$ cat src/rtl/pipe_hazard_ctrl.sv
// rtl/pipe_hazard_ctrl.sv - hazard, stall, flush and halt-drain controller for the 5-stage RV32I pipeline
module pipe_hazard_ctrl #(
  parameter int DRAIN_CYCLES = 3,
  parameter int CNT_W        = 32
) (
  input  logic             clk,
  input  logic             reset,
  input  logic [31:0]      if_id_instr,
  input  logic             id_ex_mem_read,
  input  logic [4:0]       id_ex_rd,
  input  logic             id_ex_halt,
  input  logic             ex_redirect,
  input  logic             mem_busy,
  input  logic             wb_retire,
  output logic             pc_en,
  output logic             if_id_en,
  output logic             if_id_flush,
  output logic             id_ex_en,
  output logic             id_ex_flush,
  output logic             ex_mem_en,
  output logic             mem_wb_en,
  output logic             halted,
  output logic [CNT_W-1:0] stall_cnt,
  output logic [CNT_W-1:0] flush_cnt,
  output logic [CNT_W-1:0] retire_cnt
);

  localparam int DW = (DRAIN_CYCLES > 1) ? $clog2(DRAIN_CYCLES) : 1;
  localparam logic [DW-1:0] DRAIN_INIT = DW'(DRAIN_CYCLES - 1);

  localparam logic [6:0] OPC_LUI    = 7'b0110111;
  localparam logic [6:0] OPC_AUIPC  = 7'b0010111;
  localparam logic [6:0] OPC_JAL    = 7'b1101111;
  localparam logic [6:0] OPC_OP     = 7'b0110011;
  localparam logic [6:0] OPC_STORE  = 7'b0100011;
  localparam logic [6:0] OPC_BRANCH = 7'b1100011;

  typedef enum logic [1:0] {
    ST_RUN,
    ST_DRAIN,
    ST_HALTED
  } state_t;

  state_t           state_q, state_d;
  logic [DW-1:0]    drain_q, drain_d;
  logic             halted_q;
  logic [CNT_W-1:0] stall_q, flush_q, retire_q;

  logic       stall_inc, flush_inc, retire_inc;
  logic [6:0] opc;
  logic [4:0] rs1, rs2;
  logic       rs1_used, rs2_used, load_use;

  // Only opcode and register-source fields matter for hazard detection
  logic unused_instr_bits;
  assign unused_instr_bits = ^{if_id_instr[31:25], if_id_instr[14:7]};

  assign opc = if_id_instr[6:0];
  assign rs1 = if_id_instr[19:15];
  assign rs2 = if_id_instr[24:20];

  // Decode which source fields are real reads and detect the load-use hazard
  always_comb begin
    rs1_used = !((opc == OPC_LUI) || (opc == OPC_AUIPC) || (opc == OPC_JAL));
    rs2_used = (opc == OPC_OP) || (opc == OPC_STORE) || (opc == OPC_BRANCH);
    load_use = id_ex_mem_read && (id_ex_rd != 5'd0) &&
               ((rs1_used && (rs1 == id_ex_rd)) || (rs2_used && (rs2 == id_ex_rd)));
  end

  // Next-state and pipeline control; a bubble holds PC and IF/ID while ID/EX loads zeros
  always_comb begin
    state_d     = state_q;
    drain_d     = drain_q;
    pc_en       = 1'b0;
    if_id_en    = 1'b0;
    if_id_flush = 1'b0;
    id_ex_en    = 1'b0;
    id_ex_flush = 1'b0;
    ex_mem_en   = 1'b0;
    mem_wb_en   = 1'b0;
    stall_inc   = 1'b0;
    flush_inc   = 1'b0;
    if (reset) begin
      case (state_q)
        ST_RUN: begin
          if (mem_busy) begin
            stall_inc = 1'b1;
          end else if (id_ex_halt) begin
            id_ex_en    = 1'b1;
            id_ex_flush = 1'b1;
            ex_mem_en   = 1'b1;
            mem_wb_en   = 1'b1;
            state_d     = ST_DRAIN;
            drain_d     = DRAIN_INIT;
          end else if (ex_redirect) begin
            pc_en       = 1'b1;
            if_id_en    = 1'b1;
            if_id_flush = 1'b1;
            id_ex_en    = 1'b1;
            id_ex_flush = 1'b1;
            ex_mem_en   = 1'b1;
            mem_wb_en   = 1'b1;
            flush_inc   = 1'b1;
          end else if (load_use) begin
            id_ex_en    = 1'b1;
            id_ex_flush = 1'b1;
            ex_mem_en   = 1'b1;
            mem_wb_en   = 1'b1;
            stall_inc   = 1'b1;
          end else begin
            pc_en     = 1'b1;
            if_id_en  = 1'b1;
            id_ex_en  = 1'b1;
            ex_mem_en = 1'b1;
            mem_wb_en = 1'b1;
          end
        end
        ST_DRAIN: begin
          if (mem_busy) begin
            stall_inc = 1'b1;
          end else begin
            id_ex_en    = 1'b1;
            id_ex_flush = 1'b1;
            ex_mem_en   = 1'b1;
            mem_wb_en   = 1'b1;
            if (drain_q == '0) begin
              state_d = ST_HALTED;
            end else begin
              drain_d = drain_q - DW'(1);
            end
          end
        end
        ST_HALTED: begin
          state_d = ST_HALTED;
        end
        default: begin
          state_d = ST_RUN;
        end
      endcase
    end
  end

  assign retire_inc = wb_retire && mem_wb_en;

  // State, drain counter, halt flag and saturating performance counters
  always_ff @(posedge clk) begin
    if (!reset) begin
      state_q  <= ST_RUN;
      drain_q  <= '0;
      halted_q <= 1'b0;
      stall_q  <= '0;
      flush_q  <= '0;
      retire_q <= '0;
    end else begin
      state_q  <= state_d;
      drain_q  <= drain_d;
      halted_q <= (state_d == ST_HALTED);
      if (stall_inc && (stall_q != '1)) begin
        stall_q <= stall_q + CNT_W'(1);
      end
      if (flush_inc && (flush_q != '1)) begin
        flush_q <= flush_q + CNT_W'(1);
      end
      if (retire_inc && (retire_q != '1)) begin
        retire_q <= retire_q + CNT_W'(1);
      end
    end
  end

  assign halted     = halted_q;
  assign stall_cnt  = stall_q;
  assign flush_cnt  = flush_q;
  assign retire_cnt = retire_q;

endmodule

$ cat config.mk
export PLATFORM = sky130hd
export DESIGN_NAME = pipe_hazard_ctrl
export DESIGN_NICKNAME = d
export VERILOG_FILES = /design/src/rtl/pipe_hazard_ctrl.sv
export SDC_FILE = /design/constraint.sdc
export NUM_CORES = 1
export LEC_CHECK = 0
export CORE_ASPECT_RATIO = 0.7
export CORE_MARGIN = 2
export CORE_UTILIZATION = 48
export CTS_CLUSTER_DIAMETER = 150
export DETAILED_ROUTE_END_ITERATION = 12
export PLACE_DENSITY = 0.81
export SLEW_MARGIN = 30
export SYNTH_ARGS = -nofsm -noshare
export SYNTH_HDL_FRONTEND = slang
export SYNTH_SLANG_ARGS = --single-unit
$ cat constraint.sdc
create_clock -name clk -period 2.9 [get_ports clk]
set_input_delay 0.58 -clock clk [delete_from_list [all_inputs] [get_ports clk]]
set_output_delay 0.58 -clock clk [all_outputs]
set_load 0.02 [all_outputs]
## Word level (Yosys, flattened, before mapping)

Index checks and enable logic that the tools add are counted.

| operators by class | value |
|---|---|
| $add $sub $neg | 4 |
| equality and inequality tests | 18 |
| mux-type cells | 37 |
| reduce and logical (&&, ||, !) cells | 20 |

Operators with widths:

| operator | number |
|---|---|
| $add 32x1->32 const B | 3 |
| $ne 32x32->1 const B | 3 |
| $mux 1 | 24 |
| $eq 7x6->1 const B | 3 |
| $mux 2 | 9 |
| $eq 7x7->1 const B | 2 |
| $eq 5x5->1 | 2 |
| $logic_and 1x1->1 | 8 |
| $ne 2x2->1 const B | 4 |
| $eq 7x5->1 const B | 1 |
| $pmux 2 s3 | 1 |
| $logic_or 1x1->1 | 5 |
| $reduce_and 5->1 | 1 |
| $reduce_bool 5->1 | 1 |
| $eq 2x2->1 const B | 2 |
| $logic_not 2->1 | 2 |
| $pmux 1 s2 | 2 |
| $pmux 2 s2 | 1 |
| $eq 2x1->1 const B | 1 |
| $reduce_bool 2->1 | 1 |
| $reduce_or 2->1 | 1 |
| $sub 2x1->2 const B | 1 |
| $logic_not 1->1 | 1 |

| storage, ports and cells | value |
|---|---|
| register bits | 101 |
| output and inout bits | 104 |
| word-level logic and storage cells | 85 |

## Depth between registers and ports, before layout

| logic depth | value |
|---|---|
| word-level depth | 14 |
| depth in mapped cells | 9 |
| mapped depth without buffers | 7 |

## Worst setup path before layout

No wires, ideal clock.

| path | value |
|---|---|
| path kind | in2out |
| start | in reset |
| end | out id_ex_flush |
| arrival time | 2.344 ns |
| data required time | 2.320 ns |
| setup slack | -0.024 ns |
| stages | 5 |
| buffers on the path | 2 |
| path through | clkbuf_1 -> inv_1 -> clkbuf_1 -> nor3_1 -> a21boi_0 |

| between the ends | value |
|---|---|
| cells in the longest elaborated chain, start to end | 1 |

Ends and longest elaborated chain:

| element | line | text |
|---|---|---|
| start, declared | 7 | `input logic reset,` |
| $mux 1 | 83 | `if (reset) begin` |
| end, declared | 19 | `output logic id_ex_flush,` |

Every way passes these cells.

## Worst setup path in the final report

| path | value |
|---|---|
| start | in mem_busy |
| end | out mem_wb_en |

| between the ends | value |
|---|---|
| cells in the longest elaborated chain, start to end | 3 |

Ends and longest elaborated chain:

| element | line | text |
|---|---|---|
| start, declared | 13 | `input logic mem_busy,` |
| $mux 1 | 119 | `if (mem_busy) begin` |
| $mux 1 | - |  |
| $mux 1 | 83 |  |
| end, declared | 21 | `output logic mem_wb_en,` |

Every way passes these cells.

==> impl_results.md <==
* Largest net degree at the start of global routing at 84
* ANT nets after route at 0
* Routed wire length at 14260 um
* Vias in the first global route at 4890
* Vias per inst at between 5 and 6
* Final #Nets at 822
* CP cell instances: clkdlybuf4s50_1 > buf_4 > nor3_2 > buf_4 > clkdlybuf4s50_1
* Die area at 0.01177 mm2
* GPL Wtd Cong at 0.8659
* Fillers at 878
* Footprint of the multi-input gates at approximately 0.003 mm2
* Largest area contributor in the netlist: dfxtp_1
* WL/cell at around 16 um
* Worst Tran Pin Value at just under 0.9 ns
* Rows at 31
* #FFs+latches synth at 101
* Synth Instances at 629
* Antenna violations before repair at 0
* Max Cap Violations at 0
* Post-synthesis sequential area ratio at 0.3863
* Power density over the cells at roughly 380 mW/mm2
* Hold depth at 2
* Final min period at 2.870 ns
* WS Path Type: in -> out
* Crit path DAT at 2.29 ns
* CTS sink count at 101
* CP top delay family: buffers and inverters
* Ys flop type: dfxtp_1
* Element type at the critical path end: primary output
* Final hold vios at 0
* Synth top area share at 0.3863
* RSZ-0062 raised after global routing: false
* Mapped Avg Cell Area at 8.321 um2
* CTS Root Cell: clkbuf_16
* Global-route wire length before repair at 23540 um
* CP startpoint kind: primary input
* Crit-path slowest cell: clkdlybuf4s50_1
* Maximum VDD drop at about 0.00028 V
* HPWL Detailed at 10390 um
* Hold-fix buffers, CTS at 0
* Ys Warns at 0
* Register area at 0.002022 mm2
* DRT iter0 DRCs at 322
* Vias at 5273
* DR DRC count at 0
* Cts bufs inserted at 9
* Global route total overflow at 0
* Data required time of the worst path at 2.32 ns
* Clk buf depth at 2
* Worst-case reg-to-reg path depth at 6
* Status: complete, no violations
* Core Region at between 0.01 and 0.015 mm2
* Hold WC Path Type: reg -> reg
* Max incr delay on CP at 0.62 ns
* DIE HEIGHT at slightly above 90 um
* Post-synth EDFFs at 0
* Synth cell types at slightly above 60
* Leak at 2.421 nW
* GRT Util Overall at 0.2430
* PortBufs at 132
* Hold Slack at 0.4692 ns
* Skew-Pair Late Insertion Delay at 0.34 ns
* Bufs and invs on worst path at 4
* Fraction of layout cells with a size suffix above 1 at 0.09114
* Largest cells by area after synthesis: dfxtp_1 (39%), xnor2_1 (7.5%), nor2_1 (4.7%), nand2_1 (4.2%), nand4_1 (3.0%)
* TritonCTS clock tree: built
* Slew margin rel. at 0.4155
* Initial Utilization at 0.4998
* Max-slew violation count at 0
* Chip width at 128.8 um
* Max Clk Rate at 0.3484 GHz
* Mapped Area at between 0.005 and 0.006 mm2
* Ant. Diodes at 0
* Clk_skew at 0.005094 ns
* Post-Syn Nets at 677
* Worst path depth at 5
* Area Overhead vs Synth at 36.53%
* Final number of setup-violating endpoints at 0
* CP Max Fanout at 8
* Clock transition at path regs at 0.07 ns
* H-tree levels at 3
* Fin util at 0.6823
* FFs w/ async S/R, synth at 0
* I/O pin cnt at 148
* Final period util at 0.9896
* First-pass iteration count of the detailed router at 5
[sequential cells by signal, summed over array words and instances (netlist names)]
register    flops
flush_cnt      32
retire_cnt     32
stall_cnt      32
drain_q         2
state_q         2
halted          1
[synth_stat cells, types with 2 or more instances]
| cell type | count |
|---|---|
| nand4_1 | 25 |
| nor2b_1 | 2 |
| nor4b_1 | 6 |
| a211oi_1 | 2 |
| nor3_1 | 27 |
| nand3b_1 | 2 |
| nor4_1 | 21 |
| nand3_1 | 31 |
| nand2_1 | 58 |
| mux2i_1 | 15 |
| a21oi_1 | 21 |
| nand2b_1 | 8 |
| buf_2 | 3 |
| o311ai_0 | 2 |
| and3_1 | 11 |
| and4_1 | 12 |
| o41ai_1 | 3 |
| o31ai_1 | 8 |
| xnor2_1 | 45 |
| inv_1 | 18 |
| nor3b_1 | 9 |
| ha_1 | 4 |
| nor2_1 | 65 |
| o211a_1 | 2 |
| clkbuf_1 | 25 |
| o2111ai_1 | 2 |
| or3_1 | 16 |
| or4_1 | 14 |
| buf_4 | 3 |
| xor2_1 | 17 |
| o21ai_0 | 14 |
| and2_1 | 4 |
| dfxtp_1 | 101 |
| o211ai_1 | 6 |
[worst reg2reg max path: stages, from the launching register on]
cell	delay (ns)
dfxtp_1	0.44
nand4_1	0.22
nor4_1	0.47
and2_1	0.28
or3b_2	0.47
or4_1	0.41
a21oi_1	0.15
[where the power goes]
part	internal (mW)	leakage (nW)	switching, mW
Clock	0.590	0.127	0.549
Sequential	1.39	0.814	0.00906
Combinational	0.0921	1.48	0.101
Total	2.07	2.42	0.659
[worst paths after layout]
kind	start	endpoint	slack, ns
setup reg to reg	stall_cnt[3]	stall_cnt[31]	0.37
setup / recovery	mem_busy	mem_wb_en	0.03
hold reg to reg	drain_q[1]	drain_q[1]	0.47
hold / removal	drain_q[1]	drain_q[1]	0.47
[routing by layer]
| metal | routed length [um] | GRT usage | up-vias | part of all wire |
|---|---|---|---|---|
| met1 | 6692 | 0.3342 | 2532 | 0.47 |
| li1 | - | - | 2566 | - |
| met2 | 6624 | 0.3915 | 165 | 0.46 |
| met3 | 852 | 0.05421 | 10 | 0.060 |
| met4 | 91 | 0.05072 | 0 | 0.0064 |
| met5 | 0 | 0 | - | 0 |
[per-stage QoR]
step	power, mW	TNS, ns	std cells	worst slack (ns)	area, um2
floorplan	1.527	0	629	0.2391	5239
global placement	1.618	-7.340	894	-0.5383	6839
detailed placement	1.626	-10.01	894	-0.6381	6839
CTS	2.753	0	911	0.005579	7116
global route	2.826	0	911	0.002557	7146
finish	2.734	0	911	0.03014	7146
[final cells by class]
cell class,instances,area share
timing repair buffer,167,0.2226
clock inverter,6,0.006654
clock buffer,10,0.03204
inverter,18,0.009455
sequential,101,0.2830
multi-input combinational,477,0.4232
tap,132,0.02311
[kinds of logic after synthesis]
family,count (synthesis),share of synthesized area
mux,15,0.02869
simple gates,323,0.3361
fa+ha+maj,4,0.009563
buf+inv,51,0.04088
compound gates,73,0.09467
flops,101,0.3863
xor+xnor,62,0.1038
[cells in the final DEF (no fill, tap or decap), types with 21 or more instances in the layout]
cell             instances
a21oi_1                 21
nor3_1                  24
nand2_1                 58
nand3_1                 31
clkdlybuf4s50_1        119
nor4_1                  21
buf_4                   35
dfxtp_1                101
nand4_1                 25
nor2_1                  65
xnor2_1                 45
[what timing repair did]
item / in CTS / in global routing
resized for setup: 21 / 14
pin swaps: 6 / 6
endpoints found under the setup margin: 7 / 4
setup buffers: 1 / 0
Power figures use the tool's default switching activity.
